File: config.mk
export PLATFORM = sky130hd
export DESIGN_NAME = stdp_array
export DESIGN_NICKNAME = d
export VERILOG_FILES = /design/src/rtl/stdp_pkg.sv /design/src/rtl/stdp_timer.sv /design/src/rtl/stdp_array.sv
export SDC_FILE = /design/constraint.sdc
export NUM_CORES = 1
export LEC_CHECK = 0
export BUFFER_PORTS_ARGS = -buffer_cell sky130_fd_sc_hd__buf_2
export CAP_MARGIN = 10
export CORE_MARGIN = 4
export CORE_UTILIZATION = 60
export DETAILED_ROUTE_END_ITERATION = 8
export PLACE_DENSITY_LB_ADDON = 0.15
export SLEW_MARGIN = 20
export SYNTH_ARGS = -nofsm -noshare
export SYNTH_HDL_FRONTEND = slang
export SYNTH_HIERARCHICAL = 1
export SYNTH_SLANG_ARGS = --single-unit
File: constraint.sdc
create_clock -name clk -period 11.37 [get_ports clk]
set_input_delay 1.137 -clock clk [delete_from_list [all_inputs] [get_ports clk]]
set_output_delay 1.137 -clock clk [all_outputs]
set_load 0.05 [all_outputs]
File: src/rtl/stdp_pkg.sv
// Shared defaults and arithmetic helpers for the STDP synapse array.
package stdp_pkg;

  localparam int N_SYN_D      = 4;
  localparam int TW_D         = 8;
  localparam int WW_D         = 8;
  localparam int WINDOW_D     = 16;
  localparam int DECAY_STEP_D = 4;
  localparam int LTP_MAX_D    = 16;
  localparam int LTD_MAX_D    = 8;
  localparam int W_INIT_D     = 32;
  localparam int W_MIN_D      = 0;
  localparam int W_MAX_D      = 255;

  // Update magnitude halves every `step` cycles of spike separation.
  function automatic int decay(input int mag, input int e, input int step);
    return mag >> (e / step);
  endfunction

  // Potentiation: the sum is formed wider than the weight, then clamped.
  function automatic int sat_add(input int w, input int d, input int hi);
    return (w + d > hi) ? hi : w + d;
  endfunction

  // Depression: signed difference, so underflow clamps instead of wrapping.
  function automatic int sat_sub(input int w, input int d, input int lo);
    return (w - d < lo) ? lo : w - d;
  endfunction

endpackage

File: src/rtl/stdp_timer.sv
// Saturating time-since-last-spike counter with a seen flag.
// e is the elapsed time as seen by pairing logic this cycle: 0 for a spike
// arriving now, otherwise counter+1 saturated.
module stdp_timer #(
  parameter int TW = 8
) (
  input  logic          clk,
  input  logic          reset,
  input  logic          spike,
  output logic [TW-1:0] e,
  output logic          seen
);

  localparam logic [TW-1:0] SAT = '1;

  logic [TW-1:0] cnt;
  logic          seen_q;

  // Restart on a spike, otherwise count up and stick at the top.
  always_ff @(posedge clk) begin
    if (reset) begin
      cnt    <= '0;
      seen_q <= 1'b0;
    end else if (spike) begin
      cnt    <= '0;
      seen_q <= 1'b1;
    end else if (cnt != SAT) begin
      cnt    <= cnt + 1'b1;
    end
  end

  // A same-cycle spike counts as seen with zero separation.
  always_comb begin
    e    = spike ? '0 : ((cnt == SAT) ? SAT : cnt + 1'b1);
    seen = seen_q | spike;
  end

endmodule

File: src/rtl/stdp_array.sv
// Pair-based STDP over N_SYN synapses feeding one postsynaptic neuron.
// Weights are registered; updates and pulses appear one cycle after spikes.
module stdp_array
  import stdp_pkg::*;
#(
  parameter int N_SYN      = N_SYN_D,
  parameter int TW         = TW_D,
  parameter int WW         = WW_D,
  parameter int WINDOW     = WINDOW_D,
  parameter int DECAY_STEP = DECAY_STEP_D,
  parameter int LTP_MAX    = LTP_MAX_D,
  parameter int LTD_MAX    = LTD_MAX_D,
  parameter int W_INIT     = W_INIT_D,
  parameter int W_MIN      = W_MIN_D,
  parameter int W_MAX      = W_MAX_D,
  localparam int IW        = (N_SYN > 1) ? $clog2(N_SYN) : 1
) (
  input  logic                clk,
  input  logic                reset,
  input  logic [N_SYN-1:0]    pre_spike,
  input  logic                post_spike,
  input  logic                learn_en,
  input  logic                wr_en,
  input  logic [IW-1:0]       wr_idx,
  input  logic [WW-1:0]       wr_data,
  output logic [N_SYN*WW-1:0] weights,
  output logic [N_SYN-1:0]    ltp_pulse,
  output logic [N_SYN-1:0]    ltd_pulse
);

  localparam logic [TW-1:0] WIN   = TW'(WINDOW);
  localparam logic [WW-1:0] WINIT = WW'(W_INIT);

  logic [N_SYN-1:0][TW-1:0] pre_e;
  logic [N_SYN-1:0]         pre_seen;
  logic [TW-1:0]            post_e;
  logic                     post_seen;

  logic [N_SYN-1:0][WW-1:0] w_q, w_nxt;
  logic [N_SYN-1:0]         ltp_hit, ltd_hit, wr_hit;

  stdp_timer #(.TW(TW)) u_post (
    .clk(clk), .reset(reset), .spike(post_spike), .e(post_e), .seen(post_seen)
  );

  for (genvar i = 0; i < N_SYN; i++) begin : g_syn
    stdp_timer #(.TW(TW)) u_pre (
      .clk(clk), .reset(reset), .spike(pre_spike[i]), .e(pre_e[i]), .seen(pre_seen[i])
    );

    // LTD needs post silent, so a coincident pair resolves as LTP only.
    assign ltp_hit[i] = learn_en & post_spike & pre_seen[i] & (pre_e[i] < WIN);
    assign ltd_hit[i] = learn_en & pre_spike[i] & ~post_spike & post_seen & (post_e < WIN);
    assign wr_hit[i]  = wr_en & (wr_idx == IW'(i));

    // Host write wins over learning for the addressed synapse.
    assign w_nxt[i] = wr_hit[i]  ? wr_data :
                      ltp_hit[i] ? WW'(sat_add(32'(w_q[i]),
                                       decay(LTP_MAX, 32'(pre_e[i]), DECAY_STEP), W_MAX)) :
                      ltd_hit[i] ? WW'(sat_sub(32'(w_q[i]),
                                       decay(LTD_MAX, 32'(post_e), DECAY_STEP), W_MIN)) :
                                   w_q[i];
  end

  // Weight registers and one-cycle update flags.
  always_ff @(posedge clk) begin
    if (reset) begin
      for (int i = 0; i < N_SYN; i++) w_q[i] <= WINIT;
      ltp_pulse <= '0;
      ltd_pulse <= '0;
    end else begin
      w_q       <= w_nxt;
      ltp_pulse <= ltp_hit & ~wr_hit;
      ltd_pulse <= ltd_hit & ~wr_hit;
    end
  end

  assign weights = w_q;

endmodule

Yosys cells after proc, flatten, opt, wreduce, memory -nomap -nowiden
Cells that the tools add are included.

$add $sub $neg: 13. Magnitude comparators: 13. Eq/ne operators: 13. Shift-type cells: 5. Multiplexer cells: 30. Bitwise gates (word level): 38. Reductions and logical operators: 10.

Operators with widths (count): $mux W8 (30); $add A9 B32 Y32 (4); $gt A32 B9 Y1 const B (4); $lt A32 B1 Y1 const B (4); $shr A5 B6 Y32 const A (4); $sub A9 B32 Y32 (4); $add A8 B1 Y8 const B (5); $eq A8 B8 Y1 const B (5); $lt A8 B5 Y1 const B (5); $ne A8 B8 Y1 const B (5); $shr A4 B6 Y32 const A (1); $and A1 B1 Y1 (29); $reduce_bool A3 Y1 (4); $reduce_or A2 Y1 (5); $and A4 B4 Y4 (2); $or A1 B1 Y1 (5); $eq A2 B2 Y1 const B (2); $not A4 Y4 (1); $eq A2 B1 Y1 const B (1); $logic_not A2 Y1 (1); $not A1 Y1 (1).

Register bits after elaboration: 85. Bits of input ports: 19. Output and inout port bits: 40. Logic and storage cells: 138.

Logic depth before layout (Yosys ltp)
Gate-level depths: netlist of the first run.

Depth after elaboration: 10. Gate-level depth with buffers: 16. Depth with buffers taken out: 15.

Cells and area by module
The synthesis of the first run kept the hierarchy.

Modules (own cells, without submodules): stdp_array (times used 1, cells each 567, area an instance 4281.6 µm², seq. area each 800.8 µm²); stdp_timer (times used 5, cells each 59, area an instance 474.2 µm², seq. area each 180.2 µm²).

Least setup slack after synthesis of the first run
OpenSTA, ideal clock, no wires.

Kind: input -> register. Start point: in post_spike. End point: reg w_q (netlist bit weights[14]). Setup time: 0.133 ns. Arrival: 4.235 ns. Data required time: 11.237 ns. Slack: 7.002 ns. Stages: 13. Cell sequence: buf_2 nor3_1 or4_4 nor3_1 ha_1 inv_1 fa_1 a21o_1 a2111oi_0 xnor2_1 o32ai_1 nand3_1 a31oi_1.

Word-level cells in the longest chain between the ends: 8.

RTL lines: start, declared (RTL line stdp_array.sv:21) `input logic post_spike,`; $mux W8 * (RTL line stdp_timer.sv:34) `e = spike ? '0 : ((cnt == SAT) ? SAT : cnt + 1'b1);`; via post_e[6] (RTL line stdp_array.sv:36) `logic [TW-1:0] post_e;`; $shr A4 B6 Y32 (RTL line stdp_pkg.sv:17) `return mag >> (e / step);`; $sub A9 B32 Y32 (RTL line stdp_pkg.sv:27) `return (w - d < lo) ? lo : w - d;`; $lt A32 B1 Y1 (RTL line stdp_pkg.sv:27); $mux W8 (RTL line stdp_pkg.sv:27); $mux W8 (RTL line stdp_array.sv:60) `ltd_hit[i] ? WW'(sat_sub(32'(w_q[i]),`; $mux W8 (RTL line stdp_array.sv:58) `ltp_hit[i] ? WW'(sat_add(32'(w_q[i]),`; $mux W8 (RTL line stdp_array.sv:57) `assign w_nxt[i] = wr_hit[i] ? wr_data :`; end signal, assigned (RTL line stdp_array.sv:72) `w_q <= w_nxt;`; end, declared (RTL line stdp_array.sv:39) `logic [N_SYN-1:0][WW-1:0] w_q, w_nxt;`.

Mark *: on every way through the listed nets, which the timed path passes. The rest lies on a longest branch. The select of a mux whose other input is x is not followed. A chain may end at the register's enable or synchronous reset.

Worst setup path after layout of the first run
Start point: reg u_post.cnt[0]. End point: reg w_q (netlist bit weights[22]).

Word-level cells in the longest chain between the ends: 10.

RTL lines: start, declared (RTL line stdp_timer.sv:16) `logic [TW-1:0] cnt;`; start signal, assigned (RTL line stdp_timer.sv:28) `cnt <= cnt + 1'b1;`; $add A8 B1 Y8 or $eq A8 B8 Y1 (tied branches) (RTL line stdp_timer.sv:34); $mux W8 * (2 in series) (RTL line stdp_timer.sv:34); via post_e[6] (RTL line stdp_array.sv:36); $shr A4 B6 Y32 (RTL line stdp_pkg.sv:17); $sub A9 B32 Y32 (RTL line stdp_pkg.sv:27); $lt A32 B1 Y1 (RTL line stdp_pkg.sv:27); $mux W8 (RTL line stdp_pkg.sv:27); $mux W8 (RTL line stdp_array.sv:60); $mux W8 (RTL line stdp_array.sv:58); $mux W8 (RTL line stdp_array.sv:57).

Marks and branches as above.

==> results of run 1 <==
[worst max-delay path by stage]
stage / cells past startpoint / slack, ns / to
after floorplan: 13 / 7.03 / weights[14]
after detailed placement: 12 / 6.50 / weights[22]
final: 14 / 6.52 / weights[22]
after CTS: 14 / 6.56 / weights[22]
after global routing: 14 / 5.97 / weights[22]
after global placement: 13 / 6.58 / weights[14]
[worst max-delay path: stages, from the launching register on]
cell and delay, ns:
dfxtp_1 0.43, ha_1 0.30, and4_1 0.36, and4b_1 0.25, nor3_1 0.05, or4_4 0.58
nor3_1 0.75, ha_1 0.30, inv_1 0.05, fa_1 0.39, a21o_1 0.21, a2111oi_0 0.54
o21bai_1 0.11, a221oi_1 0.26, o211ai_1 0.14
[where the power goes]
group,internal (mW),total [mW],switching [mW]
logic,0.0655,0.196,0.131
clock network,0.127,0.240,0.112
registers,0.311,0.336,0.0246
total,0.504,0.772,0.268
[registers in the layout (all words and copies together), names as in the netlist]
register and count:
g_syn.u_pre/cnt 32, g_syn.u_pre/seen_q 4, ltd_pulse 4, ltp_pulse 4, u_post/cnt 8, u_post/seen_q 1, weights 32
[area by class of cell]
cell class,count,share of cell area (%)
flip-flops and latches,85,24.0
clock inverters,5,1.06
clock buffers,10,1.94
inverters,16,0.848
repair buffers,59,4.20
multi-input cells,701,65.5
well taps,140,2.47
[through the flow]
stage	util [%]	setup slack, ns
finish	65.6	6.52
global route	65.6	5.97
CTS	65.6	6.56
detailed placement	63.7	6.50
global placement	63.7	6.58
floorplan	-	7.03
[metal layers]
layer / vias to the layer above / GRT usage (%) / routed length [um]
met5: - / 0 / 0
met4: 0 / 9.70 / 367
met3: 32 / 3.53 / 1110
met2: 224 / 46.0 / 8500
met1: 3211 / 40.7 / 8590
li1: 3293 / - / -
==> out/metrics.yaml, run 1 <==
placedCellCount: 1001
grt_pass1_wl_mm: 30.6
cts_buffers: 9
syn_nets: 919
critPathKind: "reg2reg"
overflow: 0
start_kind: "flop"
vias_per_cell: 6.65
timing.critical_path.fanout_max: 8
clockBufferDepth: 2
final_area_um2: 7080
p_total_mw: 0.772
synth_cells: 847
hold_class: "reg2reg"
place_area_um2: 6870
endpoint_kind: "flop"
finalSetupViolCount: 0
io-pin-count: 59
drive_gt1_share_pct: 13.0
worstPathArrival_ns: 5.09
place.port_buffers: 58
yosys_warnings: 6
drt_pass1_iterations: 6
tritoncts: "built"
status: "completed"
row_count: 38
grt_usage_pct: 28.9
ir_worst_vdd_uv: 74.4
multi_input_area_um2: 4640
fmax_mhz: 206
final_common_cell: "nor2_1"
hp-start: "u_post/cnt[1]"
final_max_slew_viol_count: 0
area_growth_pct: 7.50
fin_crit_ns: 4.85
hold_violations: 0
hpwl_mm: 13.6
holdPathEnd: "u_post/cnt[1]"
r2r_slack_ns: 6.52
coreArea_um2: 10800
crit_path_start: "u_post/cnt[0]"
skew_ns: 0.0101
avgRoutedWirePerCell_um: 18.3
rr_startpoint: "u_post/cnt[0]"
clk_pin_slew_ns: 0.08
cp.required_ns: 11.62
grt_setup_unrepaired: "false"
ant_nets: 0
antennaDiodeCount: 0
drc: 0
min_delay_path_depth: 2
cap_violations: 0
setup-tns-final_ns: 0
dieArea_um2: 12700
ctsHoldBuffers: 0
grt_start_max_net_pins: 30
register_area_um2: 1700
cts_root_buf: "clkbuf_8"
start_util_pct: 61.1
crit-reg2reg-capture: "weights[22]"
reg2reg_depth: 14
finalWirelength_mm: 18.6
slew_headroom_pct: 36.0
netlist_area_um2: 6590
worst_pin_slew_ns: 0.952
ctsResizeCount: 0
finalHoldWorstSlack_ns: 0.550
dr_total_vias: 6760
final_cell_mix: "nor2_1 (87), dfxtp_1 (85), nor3_1 (70)"
worstSkewPairLatency_ns: 0.37
grt_pass1_vias: 6268
antenna_found_initial: 0
drt_iter0_drc: 789
gp_congestion: 0.935
min_period_over_period_pct: 42.6
cts_htree_levels: 3
fin_cells: 1016
nNetsFinal: 944
fill_cells: 944
leakage_nw: 2.83
chipHeight_um: 113
cts.sinks: 85
synth.avg_cell_area_um2: 7.78
post_cts_buffers: 0
power_density_nw_per_um2: 109
die_w_um: 113
Power figures use the tool's default switching activity.
==> run 2, diff against run 1 <==
==> constraint.sdc (replaced) <==
create_clock -name clk -period 4.5 [get_ports clk]
set_input_delay 0.45 -clock clk [delete_from_list [all_inputs] [get_ports clk]]
set_output_delay 0.45 -clock clk [all_outputs]
set_load 0.05 [all_outputs]
==> run 2 against run 1 <==
Compared with the run above: critical path type unchanged; largest cell class unchanged; worst hold slack got worse by 0.16 ns; first-iteration DRC count fell by 7.9%; flip-flop and latch count did not move; die area did not move; register-to-register slack got worse by 6.2 ns; setup slack got worse by 6.2 ns; non-clock buffer count rose by 4; sequential share of layout area fell by 0.26 points; count of clock-buffer cells in the layout rose by 1; combinational power rose to 2.6 times the previous value; clock skew fell by 0.00057 ns.
==> out/metrics.yaml, run 2 (synthesis results as in run 1) <==
p_seq_share_pct: 42.7
cts.sinks: 85
final_cell_mix: "nor2_1 (87), dfxtp_1 (85), nor3_1 (70)"
p_total_mw: 1.99
endpoint_kind: "flop"
p_clk_share_pct: 32.0
clk_pin_slew_ns: 0.09
r2r_slack_ns: 0.34
dp_worst_setup_slack_ns: 0.269
finalSetupViolCount: 0
die_w_um: 113
grt_start_max_net_pins: 30
ant_nets: 0
drive_gt1_share_pct: 14.2
cts_htree_levels: 3
grt_pass1_wl_mm: 30.7
grt_setup_unrepaired: "false"
final_common_cell: "nor2_1"
ir_worst_vdd_uv: 209
vias_per_cell: 6.67
overflow: 0
tritoncts: "built"
cts_buffers: 9
swShare_pct: 34.6
fin_crit_ns: 4.16
skew_ns: 0.00949
drc: 0
cap_violations: 0
chipHeight_um: 113
gp_congestion: 0.964
min_period_over_period_pct: 92.5
crit_path_start: "u_post/cnt[0]"
slew_headroom_pct: 39.6
fmax_mhz: 240
dr_total_vias: 6814
cts_root_buf: "clkbuf_8"
rr_startpoint: "u_post/cnt[0]"
row_count: 38
leakage_nw: 2.85
grt_usage_pct: 28.9
dieArea_um2: 12700
worst_pin_slew_ns: 0.902
area_growth_pct: 8.70
place_area_um2: 6900
switching_power_mw: 0.688
worstPathArrival_ns: 4.42
avgRoutedWirePerCell_um: 18.1
hp-start: "wr_data[1]"
cp_slowest_cell: "or4_4"
start_util_pct: 61.1
final_max_slew_viol_count: 0
io-pin-count: 59
antenna_found_initial: 0
nNetsFinal: 948
drt_iter0_drc: 727
final_area_um2: 7160
setup-tns-final_ns: 0
worstPathCellList: "ha_1, and4_2, and4b_1, nor3_1, or4_4, or3_1, ha_1, or2_2, o311a_1, o21ai_0, buf_4, o21ai_0, a221oi_1, a21oi_1"
worstSkewPairLatency_ns: 0.37
start_kind: "flop"
hold_class: "in2reg"
power_frac_comb_pct: 25.3
power_density_nw_per_um2: 277
place.port_buffers: 58
cp.required_ns: 4.76
ctsHoldBuffers: 0
internal_power_mw: 1.30
timing.critical_path.fanout_max: 7
antennaDiodeCount: 0
grt_pass1_vias: 6420
drt_pass1_iterations: 7
critPathMaxStageDelay_ns: 0.59
critPathKind: "reg2reg"
clockBufferDepth: 2
status: "completed"
hold_violations: 0
coreArea_um2: 10800
hpwl_mm: 13.5
finalWirelength_mm: 18.4
worst_slack_ns: 0.335
==> run 2: changes by cell type in the layout (fill, tap and decap cells not counted), moves of 2 or more <==
| cell | delta |
|---|---|
| a2111oi_0 | -4 |
| a2111oi_1 | +2 |
| a2111oi_2 | +2 |
| buf_4 | +4 |
| clkinv_2 | -3 |
| clkinvlp_4 | +3 |
==> run 2: layout make-up <==
type	count	area, um2
Tap cell	140	175
Timing Repair Buffer	63	328
Sequential cell	85	1700
Clock inverter	5	82.6
Multi-Input combinational cell	701	4660
Fill cell	924	3630
Inverter	16	60.1
Clock buffer	11	151
==> run 2: timing repair <==
item | in CTS | in global routing
endpoints found under the setup margin | 0 | 6
buffers inserted | 0 | 0
gates resized for setup | 0 | 10
==> run 2: final timing paths <==
kind | end | cells after the start
worst max register to register | weights[12] | 14
worst min register to register | weights[24] | 2
worst max-delay path | weights[12] | 14
worst min-delay path | weights[17] | 3
==> run 2: per-layer routing <==
metal  GRT usage [%]  routed length, um  vias up
met3            4.71               1350       46
met4            11.5                514        0
met1            39.4               8160     3190
li1                -                  -     3301
met5               0                  0        -
met2            45.9               8420      277
==> run 2: critical path, delay by kind of cell, from the launching register on <==
family / cells / cell delay (ns)
AOI/OAI and AO/OA: 5 / 0.88
adders and majority gates: 2 / 0.62
buffers and inverters: 1 / 0.17
DFF: 1 / 0.43
and+or+nand+nor: 6 / 1.96
==> run 2: through the flow <==
step	hold WS, ns	utilization (%)	cells
2_1_floorplan	0.499	-	847
3_3_place_gp	0.519	63.9	1005
3_5_place_dp	0.529	63.9	1005
4_1_cts	0.370	66.1	1021
5_1_grt	0.403	66.4	1021
6_report	0.386	66.4	1021
==> run 2: power groups by stage <==
stage	Sequential (mW)	Clock (mW)	Combinational [mW]
floorplan	0.929	0	0.296
global placement	0.862	0	0.479
detailed placement	0.864	0	0.488
CTS	0.846	0.648	0.491
global route	0.856	0.688	0.548
finish	0.849	0.635	0.504
